--- config.mk ---
export PLATFORM = sky130hd
export DESIGN_NAME = sprite_list_reader_flat
export DESIGN_NICKNAME = d
export VERILOG_FILES = /design/src/rtl/sprite_list_reader_if.sv /design/src/rtl/sprite_list_reader.sv /design/src/flat_wrapper.sv
export SDC_FILE = /design/constraint.sdc
export NUM_CORES = 1
export LEC_CHECK = 0
export CORE_MARGIN = 4
export CORE_UTILIZATION = 29
export CTS_CLUSTER_DIAMETER = 120
export DETAILED_ROUTE_END_ITERATION = 8
export GPL_ROUTABILITY_DRIVEN = 1
export GPL_TIMING_DRIVEN = 0
export PLACE_DENSITY = 0.65
export SLEW_MARGIN = 20
export SYNTH_ARGS = -nofsm -noshare
export SYNTH_HDL_FRONTEND = slang
export SYNTH_SLANG_ARGS = --single-unit
--- constraint.sdc ---
create_clock -name clk -period 2.11 [get_ports clk]
set_clock_uncertainty 0.2 [all_clocks]
set_input_delay 0.211 -clock clk [delete_from_list [all_inputs] [get_ports clk]]
set_output_delay 0.211 -clock clk [all_outputs]
set_load 0.1 [all_outputs]
--- src/rtl/sprite_list_reader_if.sv ---
// rtl/sprite_list_reader_if.sv - sorted sprite entry stream towards the PPU fetcher
interface sprite_list_reader_if #(
  parameter int ADDR_W = 4
) ();
  logic              spr_valid_out;
  logic              spr_ready_in;
  logic [7:0]        spr_x_out;
  logic [7:0]        spr_tile_out;
  logic [7:0]        spr_attr_out;
  logic [ADDR_W-1:0] spr_idx_out;

  // Reader side drives the entry and valid, fetcher side answers with ready.
  modport master (
    output spr_valid_out, spr_x_out, spr_tile_out, spr_attr_out, spr_idx_out,
    input  spr_ready_in
  );

  modport slave (
    input  spr_valid_out, spr_x_out, spr_tile_out, spr_attr_out, spr_idx_out,
    output spr_ready_in
  );
endinterface

--- src/rtl/sprite_list_reader.sv ---
// rtl/sprite_list_reader.sv - starts the sprite sorter per line and streams its sorted result buffer
module sprite_list_reader #(
  parameter int MAX_SPRITES = 10,
  parameter int ENTRY_W     = 32,
  parameter int ADDR_W      = 4,
  parameter int TIMEOUT     = 1023
) (
  input  logic                clk,
  input  logic                rst,
  input  logic                line_start_in,
  output logic                sort_start_out,
  input  logic                sort_done_in,
  input  logic [ADDR_W-1:0]   sort_count_in,
  output logic [ADDR_W-1:0]   rd_addr_out,
  output logic                rd_en_out,
  input  logic [ENTRY_W-1:0]  rd_data_in,
  sprite_list_reader_if.master spr,
  output logic                list_done_out,
  output logic                timeout_err_out
);

  localparam int TMO_W = $clog2(TIMEOUT + 1);
  localparam logic [ADDR_W-1:0] MAX_L    = ADDR_W'(MAX_SPRITES);
  localparam logic [TMO_W-1:0]  TMO_LAST = TMO_W'(TIMEOUT - 1);

  typedef enum logic [2:0] {
    S_IDLE,
    S_WAIT_SORT,
    S_FETCH,
    S_CAPTURE,
    S_PRESENT,
    S_FINISH
  } state_e;

  state_e            state_q, state_d;
  logic [TMO_W-1:0]  tmo_q, tmo_d;
  logic [ADDR_W-1:0] cnt_q, cnt_d;
  logic [ADDR_W-1:0] rd_idx_q, rd_idx_d;
  logic              start_q, start_d;
  logic              valid_q, valid_d;
  logic [7:0]        x_q, x_d;
  logic [7:0]        tile_q, tile_d;
  logic [7:0]        attr_q, attr_d;
  logic [ADDR_W-1:0] idx_q, idx_d;
  logic              err_q, err_d;
  logic [ADDR_W-1:0] count_clamped;
  logic              unused_y;

  // The y byte is already consumed by the sorter; the fetcher only needs x/tile/attr.
  assign unused_y = &rd_data_in[ENTRY_W-1:24];

  assign count_clamped = (sort_count_in > MAX_L) ? MAX_L : sort_count_in;

  // Next-state and datapath updates; a line start overrides everything and restarts the handshake.
  always_comb begin
    state_d  = state_q;
    tmo_d    = tmo_q;
    cnt_d    = cnt_q;
    rd_idx_d = rd_idx_q;
    start_d  = 1'b0;
    valid_d  = valid_q;
    x_d      = x_q;
    tile_d   = tile_q;
    attr_d   = attr_q;
    idx_d    = idx_q;
    err_d    = err_q;

    case (state_q)
      S_IDLE: ;
      S_WAIT_SORT: begin
        if (sort_done_in) begin
          cnt_d    = count_clamped;
          rd_idx_d = '0;
          state_d  = (count_clamped == '0) ? S_FINISH : S_FETCH;
        end else if (tmo_q == TMO_LAST) begin
          err_d   = 1'b1;
          state_d = S_FINISH;
        end else begin
          tmo_d = tmo_q + TMO_W'(1);
        end
      end
      S_FETCH: state_d = S_CAPTURE;
      S_CAPTURE: begin
        x_d     = rd_data_in[23:16];
        tile_d  = rd_data_in[15:8];
        attr_d  = rd_data_in[7:0];
        idx_d   = rd_idx_q;
        valid_d = 1'b1;
        state_d = S_PRESENT;
      end
      S_PRESENT: begin
        if (spr.spr_ready_in) begin
          valid_d  = 1'b0;
          rd_idx_d = rd_idx_q + ADDR_W'(1);
          state_d  = ((rd_idx_q + ADDR_W'(1)) == cnt_q) ? S_FINISH : S_FETCH;
        end
      end
      S_FINISH: state_d = S_IDLE;
      default:  state_d = S_IDLE;
    endcase

    if (line_start_in) begin
      start_d = 1'b1;
      valid_d = 1'b0;
      err_d   = 1'b0;
      tmo_d   = '0;
      state_d = S_WAIT_SORT;
    end
  end

  // State and datapath registers, cleared asynchronously.
  always_ff @(posedge clk or posedge rst) begin
    if (rst) begin
      state_q  <= S_IDLE;
      tmo_q    <= '0;
      cnt_q    <= '0;
      rd_idx_q <= '0;
      start_q  <= 1'b0;
      valid_q  <= 1'b0;
      x_q      <= '0;
      tile_q   <= '0;
      attr_q   <= '0;
      idx_q    <= '0;
      err_q    <= 1'b0;
    end else begin
      state_q  <= state_d;
      tmo_q    <= tmo_d;
      cnt_q    <= cnt_d;
      rd_idx_q <= rd_idx_d;
      start_q  <= start_d;
      valid_q  <= valid_d;
      x_q      <= x_d;
      tile_q   <= tile_d;
      attr_q   <= attr_d;
      idx_q    <= idx_d;
      err_q    <= err_d;
    end
  end

  assign sort_start_out    = start_q;
  assign rd_en_out         = (state_q == S_FETCH);
  assign rd_addr_out       = (state_q == S_FETCH) ? rd_idx_q : '0;
  assign list_done_out     = (state_q == S_FINISH);
  assign timeout_err_out   = err_q;
  assign spr.spr_valid_out = valid_q;
  assign spr.spr_x_out     = x_q;
  assign spr.spr_tile_out  = tile_q;
  assign spr.spr_attr_out  = attr_q;
  assign spr.spr_idx_out   = idx_q;

endmodule

--- src/flat_wrapper.sv ---
// flat-port wrapper written by rule: the top's interface ports become plain ports
module sprite_list_reader_flat 
#(
  parameter int MAX_SPRITES = 10,
  parameter int ENTRY_W     = 32,
  parameter int ADDR_W      = 4,
  parameter int TIMEOUT     = 1023
)
  (clk, rst, line_start_in, sort_start_out, sort_done_in, sort_count_in, rd_addr_out, rd_en_out, rd_data_in, list_done_out, timeout_err_out, spr_spr_valid_out, spr_spr_x_out, spr_spr_tile_out, spr_spr_attr_out, spr_spr_idx_out, spr_spr_ready_in);
  sprite_list_reader_if #(.ADDR_W(ADDR_W)) spr_i ();
  input  logic clk;
  input  logic rst;
  input  logic line_start_in;
  output logic sort_start_out;
  input  logic sort_done_in;
  input  logic [ADDR_W-1:0] sort_count_in;
  output logic [ADDR_W-1:0] rd_addr_out;
  output logic rd_en_out;
  input  logic [ENTRY_W-1:0] rd_data_in;
  output logic list_done_out;
  output logic timeout_err_out;
  output wire logic [$bits(spr_i.spr_valid_out)-1:0] spr_spr_valid_out;
  output wire logic [$bits(spr_i.spr_x_out)-1:0] spr_spr_x_out;
  output wire logic [$bits(spr_i.spr_tile_out)-1:0] spr_spr_tile_out;
  output wire logic [$bits(spr_i.spr_attr_out)-1:0] spr_spr_attr_out;
  output wire logic [$bits(spr_i.spr_idx_out)-1:0] spr_spr_idx_out;
  input wire logic [$bits(spr_i.spr_ready_in)-1:0] spr_spr_ready_in;
  assign spr_spr_valid_out = spr_i.spr_valid_out;
  assign spr_spr_x_out = spr_i.spr_x_out;
  assign spr_spr_tile_out = spr_i.spr_tile_out;
  assign spr_spr_attr_out = spr_i.spr_attr_out;
  assign spr_spr_idx_out = spr_i.spr_idx_out;
  assign spr_i.spr_ready_in = spr_spr_ready_in;
  sprite_list_reader #(.MAX_SPRITES(MAX_SPRITES), .ENTRY_W(ENTRY_W), .ADDR_W(ADDR_W), .TIMEOUT(TIMEOUT)) u_core (.clk(clk), .rst(rst), .line_start_in(line_start_in), .sort_start_out(sort_start_out), .sort_done_in(sort_done_in), .sort_count_in(sort_count_in), .rd_addr_out(rd_addr_out), .rd_en_out(rd_en_out), .rd_data_in(rd_data_in), .spr(spr_i), .list_done_out(list_done_out), .timeout_err_out(timeout_err_out));
endmodule
# After elaboration in Yosys (flattened, before gate mapping)
# Cells that the tools add are included.
[classes]
n_addsub = 2
reduce_logical = 12
n_mux = 24
eq_ne = 14
order_cmp = 1
[ops]
columns = ["operator", "count"]
rows = [
  ["two-way mux 10 bit", 4],
  ["two-way mux 3 bit", 6],
  ["two-way mux 4 bit", 4],
  ["case mux 3 bit (5 select lines)", 1],
  ["AND reduction 3 bit", 4],
  ["adder 10 x 1 -> 10 bit (second input constant)", 1],
  ["== test 10 bit (second input constant)", 1],
  ["inequality test 2 bit (second input constant)", 5],
  ["case mux 4 bit (2 select lines)", 1],
  ["two-way mux 1 bit", 7],
  ["== test 3 x 2 -> 1 bit (second input constant)", 2],
  ["== test 3 bit (second input constant)", 2],
  ["nonzero test 2 bit", 3],
  ["adder 4 x 1 -> 4 bit (second input constant)", 1],
  ["== test 4 bit", 1],
  ["greater-than comparator 4 bit (second input constant)", 1],
  ["logical NOT 4 bit", 1],
  ["inequality test 4 x 3 -> 1 bit (second input constant)", 1],
  ["AND reduction 2 bit", 2],
  ["== test 3 x 1 -> 1 bit (second input constant)", 1],
  ["logical NOT 3 bit", 1],
  ["inequality test 3 bit (second input constant)", 1],
  ["nonzero test 3 bit", 1],
  ["case mux 1 bit (2 select lines)", 1],
]
[word_totals]
reg_bits = 52
output_inout_bits = 37
inputBits = 41
elab_cells = 64

# Logic depth before layout (Yosys ltp)
# Gate-level depths: netlist (run 1).
[logic_depth]
ltp_word = 7
mapped_depth = 8
depth_no_buf = 6

# Worst setup path before layout (run 1)
# OpenSTA, ideal clock, no wires.
[synth_timing]
path_kind = "reg-to-output"
startpoint = "reg u_core.state_q[2]"
endpoint = "out rd_addr_out[0]"
t_required_ps = 1699
stages_incl_launch_ff = 4
path_buffers = 1
arrival_ps = 1576
slack_ps = 123
cell_sequence = "dfrtp_1 -> buf_2 -> nor2_1 -> and3_1"
[synth_via]
elab_chain_len = 2
[synth_lines]
columns = ["item", "line_no", "text"]
rows = [
  ["start: declaration", "sprite_list_reader.sv:35", "state_e state_q, state_d;"],
  ["start signal: assignment", "sprite_list_reader.sv:126", "state_q <= state_d;"],
  ["== test 3 x 2 -> 1 bit", "sprite_list_reader.sv:142", "assign rd_addr_out = (state_q == S_FETCH) ? rd_idx_q : '0;"],
  ["two-way mux 4 bit", "sprite_list_reader.sv:142", ""],
  ["end: declaration", "flat_wrapper.sv:17", "output logic [ADDR_W-1:0] rd_addr_out;"],
]
# Every way passes these cells.

# Worst setup path in the final report (run 1)
[layout_timing]
startpoint = "reg u_core.state_q[2]"
endpoint = "out rd_addr_out[2]"
# Same word-level chain as after synthesis.

==> impl_metrics.tcl, run 1 <==
set metrics [dict create \
    ant_nets 0 \
    clk_pin_slew_ns 0.09 \
    cp.required_ns 1.70 \
    hold_class "in2async" \
    tightest_slew_ns 1.006 \
    overflow 0 \
    die_w_um 99.40 \
    yosysWarnings 0 \
    multi_input_area_um2 1040 \
    yosys_most_used_dff "dfrtp_1" \
    vdd_drop_max_mv 0.4143 \
    syn_nets 314 \
    leakagePower_nw 1.628 \
    yosys.area.top_type "dfrtp_1" \
    grt_usage_pct 11.81 \
    area_growth_pct 37.81 \
    cts-root-buf "clkbuf_8" \
    drive_above_1_share_pct 6.877 \
    start_kind "flip-flop" \
    route.detailed.drc 0 \
    cts_buffers 5 \
    finalWeightedCongestion 0.8372 \
    final_area_um2 3338 \
    final-setup-viol-count 0 \
    synth-seq-area-share_pct 53.72 \
    final_cell_mix "nand2_1 (97), dfrtp_1 (52), clkdlybuf4s50_1 (32)" \
    slew_headroom_pct 33.22 \
    finalHoldViolCount 0 \
    dp_hpwl_mm 4.273 \
    min_period_over_period_pct 94.54 \
    via_count 2089 \
    post_dp_cell_area_um2 3264 \
    synthCells 270 \
    timing.rr.start "u_core.state_q[1]$_DFFE_PP0P_" \
    first_pass_iters 4 \
    htreeDepth 2 \
    antenna_cells 0 \
    crit_fanout 10 \
    final_common_cell "nand2_1" \
    cts_tree "built" \
    synth.distinct_cells 39 \
    cp_data_arrival_time_ns 1.58 \
    io_pins 78 \
    dieArea_um2 9879 \
    maxCapViolCount 0 \
    synth_seq_cells 52 \
    clk_path_buf_depth 2 \
    drtIter0Drc 69 \
    routed_wl_mm 5.592 \
    portBuffers 69 \
    nFillCells 820 \
    wl_per_cell_um 12.32 \
    regArea_um2 1301 \
    grt_pass1_vias 2014 \
    reg2reg_depth 5 \
    power.density_nw_per_um2 1586 \
    core_area_um2 8175 \
    worstSetupPathType "reg2out" \
    synth_top_area_share_pct 53.72 \
    clk_latency_ns 0.30 \
    avgSynthCellArea_um2 8.972 \
    rows 33 \
    grt_setup_unrepaired "false" \
    ys_async_sr_fraction_pct 100.0 \
    fin_setup_tns_ns 0 \
    die_h_um 99.40 \
    max_freq_ghz 0.5013 \
    nNetsFinal 392 \
    outcome "finished, final reports clean" \
    cts_num_sinks 52 \
    synth_edf_count 0 \
    antenna_found_initial 0 \
    grt_pass1_wl_mm 9.522 \
    r2r_end "u_core.tmo_q[3]$_DFFE_PP0P_" \
    synthTopCellsByArea "dfrtp_1 (54%), nand2_1 (15%), a21oi_1 (3.1%)" \
    reg2reg_slack_ns 0.22 \
    whs_ns 0.09983 \
    end_kind "output port" \
    slew_violations 0 \
    finalPower_mw 5.294 \
    start_util_pct 29.63 \
    grt_max_degree 30 \
    synthesis.area_um2 2422 \
    min_period_ns 1.995 \
    vias_per_cell 4.601 \
]
-- timing repair --
item	CTS	global route
resized for setup	68	4
hold buffers	0	0
setup endpoints to repair	38	34
setup buffers	0	2
pin swaps	1	2
-- sequential cells by signal (all words and copies together), names as in the netlist --
| signal | cells |
|---|---|
| u_core.state_q | 3 |
| u_core.spr.spr_x_out | 8 |
| u_core.cnt_q | 4 |
| u_core.spr.spr_attr_out | 8 |
| u_core.tmo_q | 10 |
| u_core.sort_start_out | 1 |
| u_core.rd_idx_q | 4 |
| u_core.spr.spr_valid_out | 1 |
| u_core.spr.spr_tile_out | 8 |
| u_core.timeout_err_out | 1 |
| u_core.spr.spr_idx_out | 4 |
-- worst max path at each step --
stage	start	end
2_1_floorplan	u_core.state_q[2]$_DFFE_PP0P_	rd_addr_out[0]
3_3_place_gp	rst	u_core.spr.spr_x_out[1]$_DFFE_PP0P_
3_5_place_dp	u_core.state_q[0]$_DFFE_PP0P_	rd_en_out
4_1_cts	u_core.state_q[1]$_DFFE_PP0P_	u_core.spr.spr_idx_out[1]$_DFFE_PP0P_
5_1_grt	u_core.state_q[2]$_DFFE_PP0P_	rd_addr_out[1]
6_report	u_core.state_q[2]$_DFFE_PP0P_	rd_addr_out[2]
-- per-stage QoR --
stage / instances / util [%] / setup slack [ns]
5_1_grt: 454 / 40.83 / 0.002546
3_5_place_dp: 445 / 39.93 / -0.5241
4_1_cts: 453 / 40.62 / 0.006628
6_report: 454 / 40.83 / 0.1151
3_3_place_gp: 444 / 39.68 / -0.5644
2_1_floorplan: 270 / - / 0.1229
-- layout make-up --
type	instances	share of cell area, %
plain buffers	13	1.799
clock buffers	6	2.174
clock inverters	2	1.049
inverters	6	0.6747
multi-input cells	198	31.15
flip-flops and latches	52	38.98
well taps	105	3.936
repair buffers	72	20.24
-- logic make-up after synthesis --
family | synth area share [%]
simple gates | 28.51
buf+inv | 3.668
xor+xnor | 2.531
compound gates | 9.142
fa+ha+maj | 1.550
mux | 0.8781
flops | 53.72
-- worst max-delay path: stages (launching register included) --
cell	delay, ns
dfrtp_1	0.43
buf_2	0.19
nor2_2	0.19
and3_1	0.19
buf_4	0.28
-- power by group --
| part | internal, mW | switching (mW) |
|---|---|---|
| registers | 1.32 | 0.196 |
| clock network | 0.352 | 0.319 |
| logic | 0.627 | 2.48 |
| total | 2.30 | 3.00 |
-- metal layers --
| layer | global-route usage (%) | vias up | routed length [um] |
|---|---|---|---|
| met1 | 15.72 | 966 | 2539 |
| li1 | - | 1059 | - |
| met3 | 3.226 | 7 | 400 |
| met4 | 3.466 | 0 | 61 |
| met5 | 0 | - | 0 |
| met2 | 18.85 | 57 | 2591 |
-- synthesized netlist by cell type, drive strengths merged, types with 2 or more instances --
library cell,instances
nand2,97
dfrtp,52
o21ai,16
a21oi,15
clkbuf,10
nand3,7
nor2,7
or3,7
inv,6
nor3,6
and3,5
xnor2,5
buf,4
ha,3
nand4,3
o31ai,3
and2,2
and3b,2
nand4bb,2
xor2,2
No activity file was read; power rests on OpenSTA's default activity.
==> run 2, diff against run 1 <==
Settings changed: HOLD_SLACK_MARGIN from default to 0.02.
==> results of run 2 <==
The final DEF is identical to that of run 1; final timing and power are the same.
==> run 3, diff against run 2 <==
Settings changed: CORE_UTILIZATION 29 to 45, PLACE_DENSITY 0.65 to 0.88.
==> run 3 against run 2 <==
  * Power is 4.0% higher
  * Critical path depth up 3
  * Die area decreased by 33%
  * Routed wire length up 8.7%
  * Non-clock buffer count increased by 5
  * Sequential share of layout area decreased by 0.22 points
  * Sequential power hardly changed
  * Maximum frequency decreased by 1.7%
  * Utilization rose by 24 points
  * Final cell count is 6.8% lower
  * Critical endpoint is now u_core.tmo_q[9]$_DFFE_PP0P_
==> impl_metrics.tcl, run 3 (same netlist as run 1, synthesis figures left out) <==
set metrics [dict create \
    leakagePower_nw 1.657 \
    drtIter0Drc 141 \
    final_cell_mix "nand2_1 (97), dfrtp_1 (51), clkdlybuf4s50_1 (32)" \
    routed_wl_mm 6.078 \
    ant_nets 0 \
    worstSetupPathType "reg2reg" \
    area_growth_pct 38.74 \
    power.density_nw_per_um2 1638 \
    slew_headroom_pct 34.80 \
    antenna_found_initial 0 \
    cp.required_ns 2.14 \
    finalHoldViolCount 0 \
    post_dp_cell_area_um2 3221 \
    min_period_ns 2.030 \
    clk_pin_slew_ns 0.09 \
    nNetsFinal 397 \
    fin_ws_ns 0.07990 \
    grt_pass1_vias 2136 \
    vias_per_cell 5.203 \
    overflow 0 \
    antenna_cells 0 \
    htreeDepth 2 \
    ctsHoldBuffers 0 \
    cts-root-buf "clkbuf_8" \
    grt_pass1_wl_mm 9.791 \
    regMostFlops "u_core.tmo_q" \
    timing.rr.start "u_core.tmo_q[0]$_DFFE_PP0P_" \
    fin_util_pct 64.97 \
    final_common_cell "nand2_1" \
    grt_usage_pct 19.14 \
    route.detailed.drc 0 \
    crit_fanout 4 \
    die_w_um 81.37 \
    final-setup-viol-count 0 \
    max_freq_ghz 0.4926 \
    cp-startpoint "u_core.tmo_q[0]$_DFFE_PP0P_" \
    reg2reg_depth 7 \
    hold_class "in2async" \
    via_count 2201 \
    wl_met3_um 469 \
    cts_tree "built" \
    wl_per_cell_um 14.37 \
    dieArea_um2 6621 \
    whs_ns 0.05962 \
    largest_register_ffs 10 \
    min_period_over_period_pct 96.21 \
    cts_num_sinks 52 \
    start_kind "flip-flop" \
    cp_data_arrival_time_ns 2.06 \
    dp_hpwl_mm 4.314 \
    rows 26 \
    io_pins 78 \
    clk_latency_ns 0.30 \
    end_kind "flip-flop" \
    first_pass_iters 4 \
    die_h_um 81.37 \
    maxCapViolCount 0 \
    drive_above_1_share_pct 8.499 \
    final_area_um2 3361 \
    cts_buffers 5 \
    met2_length_mm 2.921 \
    clk_path_buf_depth 2 \
    outcome "finished, final reports clean" \
    finalWeightedCongestion 0.7956 \
    wl_met1_mm 2.587 \
    tightest_slew_ns 0.9819 \
    dr.max_layer_used "met4" \
    portBuffers 69 \
    grt_max_degree 29 \
    core_area_um2 5172 \
    slew_violations 0 \
    dp_slack_ns -0.5195 \
    start_util_pct 46.83 \
    vdd_drop_max_mv 0.9390 \
]
==> run 3: cell count changes in the layout (fill, tap and decap cells not counted), sizes merged <==
cell / before / now
clkinv: 1 / 0
buf: 12 / 16
bufinv: 1 / 2
==> run 3: per-layer routing <==
layer  vias up  global-route usage, %
met5         -                      0
met4         0                  6.757
met3        12                  5.100
met2        74                  31.51
met1      1046                  24.20
li1       1069                      -
==> run 3: what timing repair did <==
| item | CTS | global route |
|---|---|---|
| gates resized for setup | 68 | 5 |
| gates cloned | 0 | 1 |
| buffers inserted | 0 | 6 |
| setup endpoints to repair | 37 | 13 |
| pin swaps | 0 | 3 |
==> run 3: area by class of cell <==
class	count	area, um2
multi-input cells	198	1049
clock inverters	2	60.06
repair buffers	77	710.7
clock buffers	5	68.82
flip-flops and latches	52	1303
fillers	426	1812
well taps	70	87.58
inverters	6	22.52
plain buffers	13	60.06
==> run 3: where the power goes <==
| group | total [mW] | switching [mW] | internal (mW) |
|---|---|---|---|
| clock network | 0.783 | 0.316 | 0.467 |
| registers | 1.52 | 0.201 | 1.32 |
| logic | 3.20 | 2.54 | 0.661 |
| total | 5.50 | 3.06 | 2.45 |
==> run 3: final timing paths <==
path,end,slack (ns)
max,u_core.tmo_q[9]$_DFFE_PP0P_,0.08
min,u_core.spr.spr_tile_out[4]$_DFFE_PP0P_,0.06
max reg2reg,u_core.tmo_q[9]$_DFFE_PP0P_,0.08
min reg2reg,u_core.spr.spr_tile_out[3]$_DFFE_PP0P_,0.28
max in group asynchronous,u_core.state_q[1]$_DFFE_PP0P_,1.12
min in group clk,u_core.sort_start_out$_DFF_PP0_,0.19
==> run 3: stage by stage <==
step           total power, mW  std cells    TNS, ns
6_report                 5.504        423          0
5_1_grt                  5.774        423  -0.002336
4_1_cts                  5.485        417          0
3_5_place_dp             4.866        410     -2.984
3_3_place_gp             4.781        409     -27.74
2_1_floorplan            4.059        270          0
==> run 3: critical path, cell delays in order (launching register included) <==
cell	delay (ns)
dfrtp_1	0.42
inv_1	0.09
ha_1	0.20
nand4_1	0.16
o31ai_4	0.10
buf_4	0.15
or4_1	0.47
a21oi_1	0.16
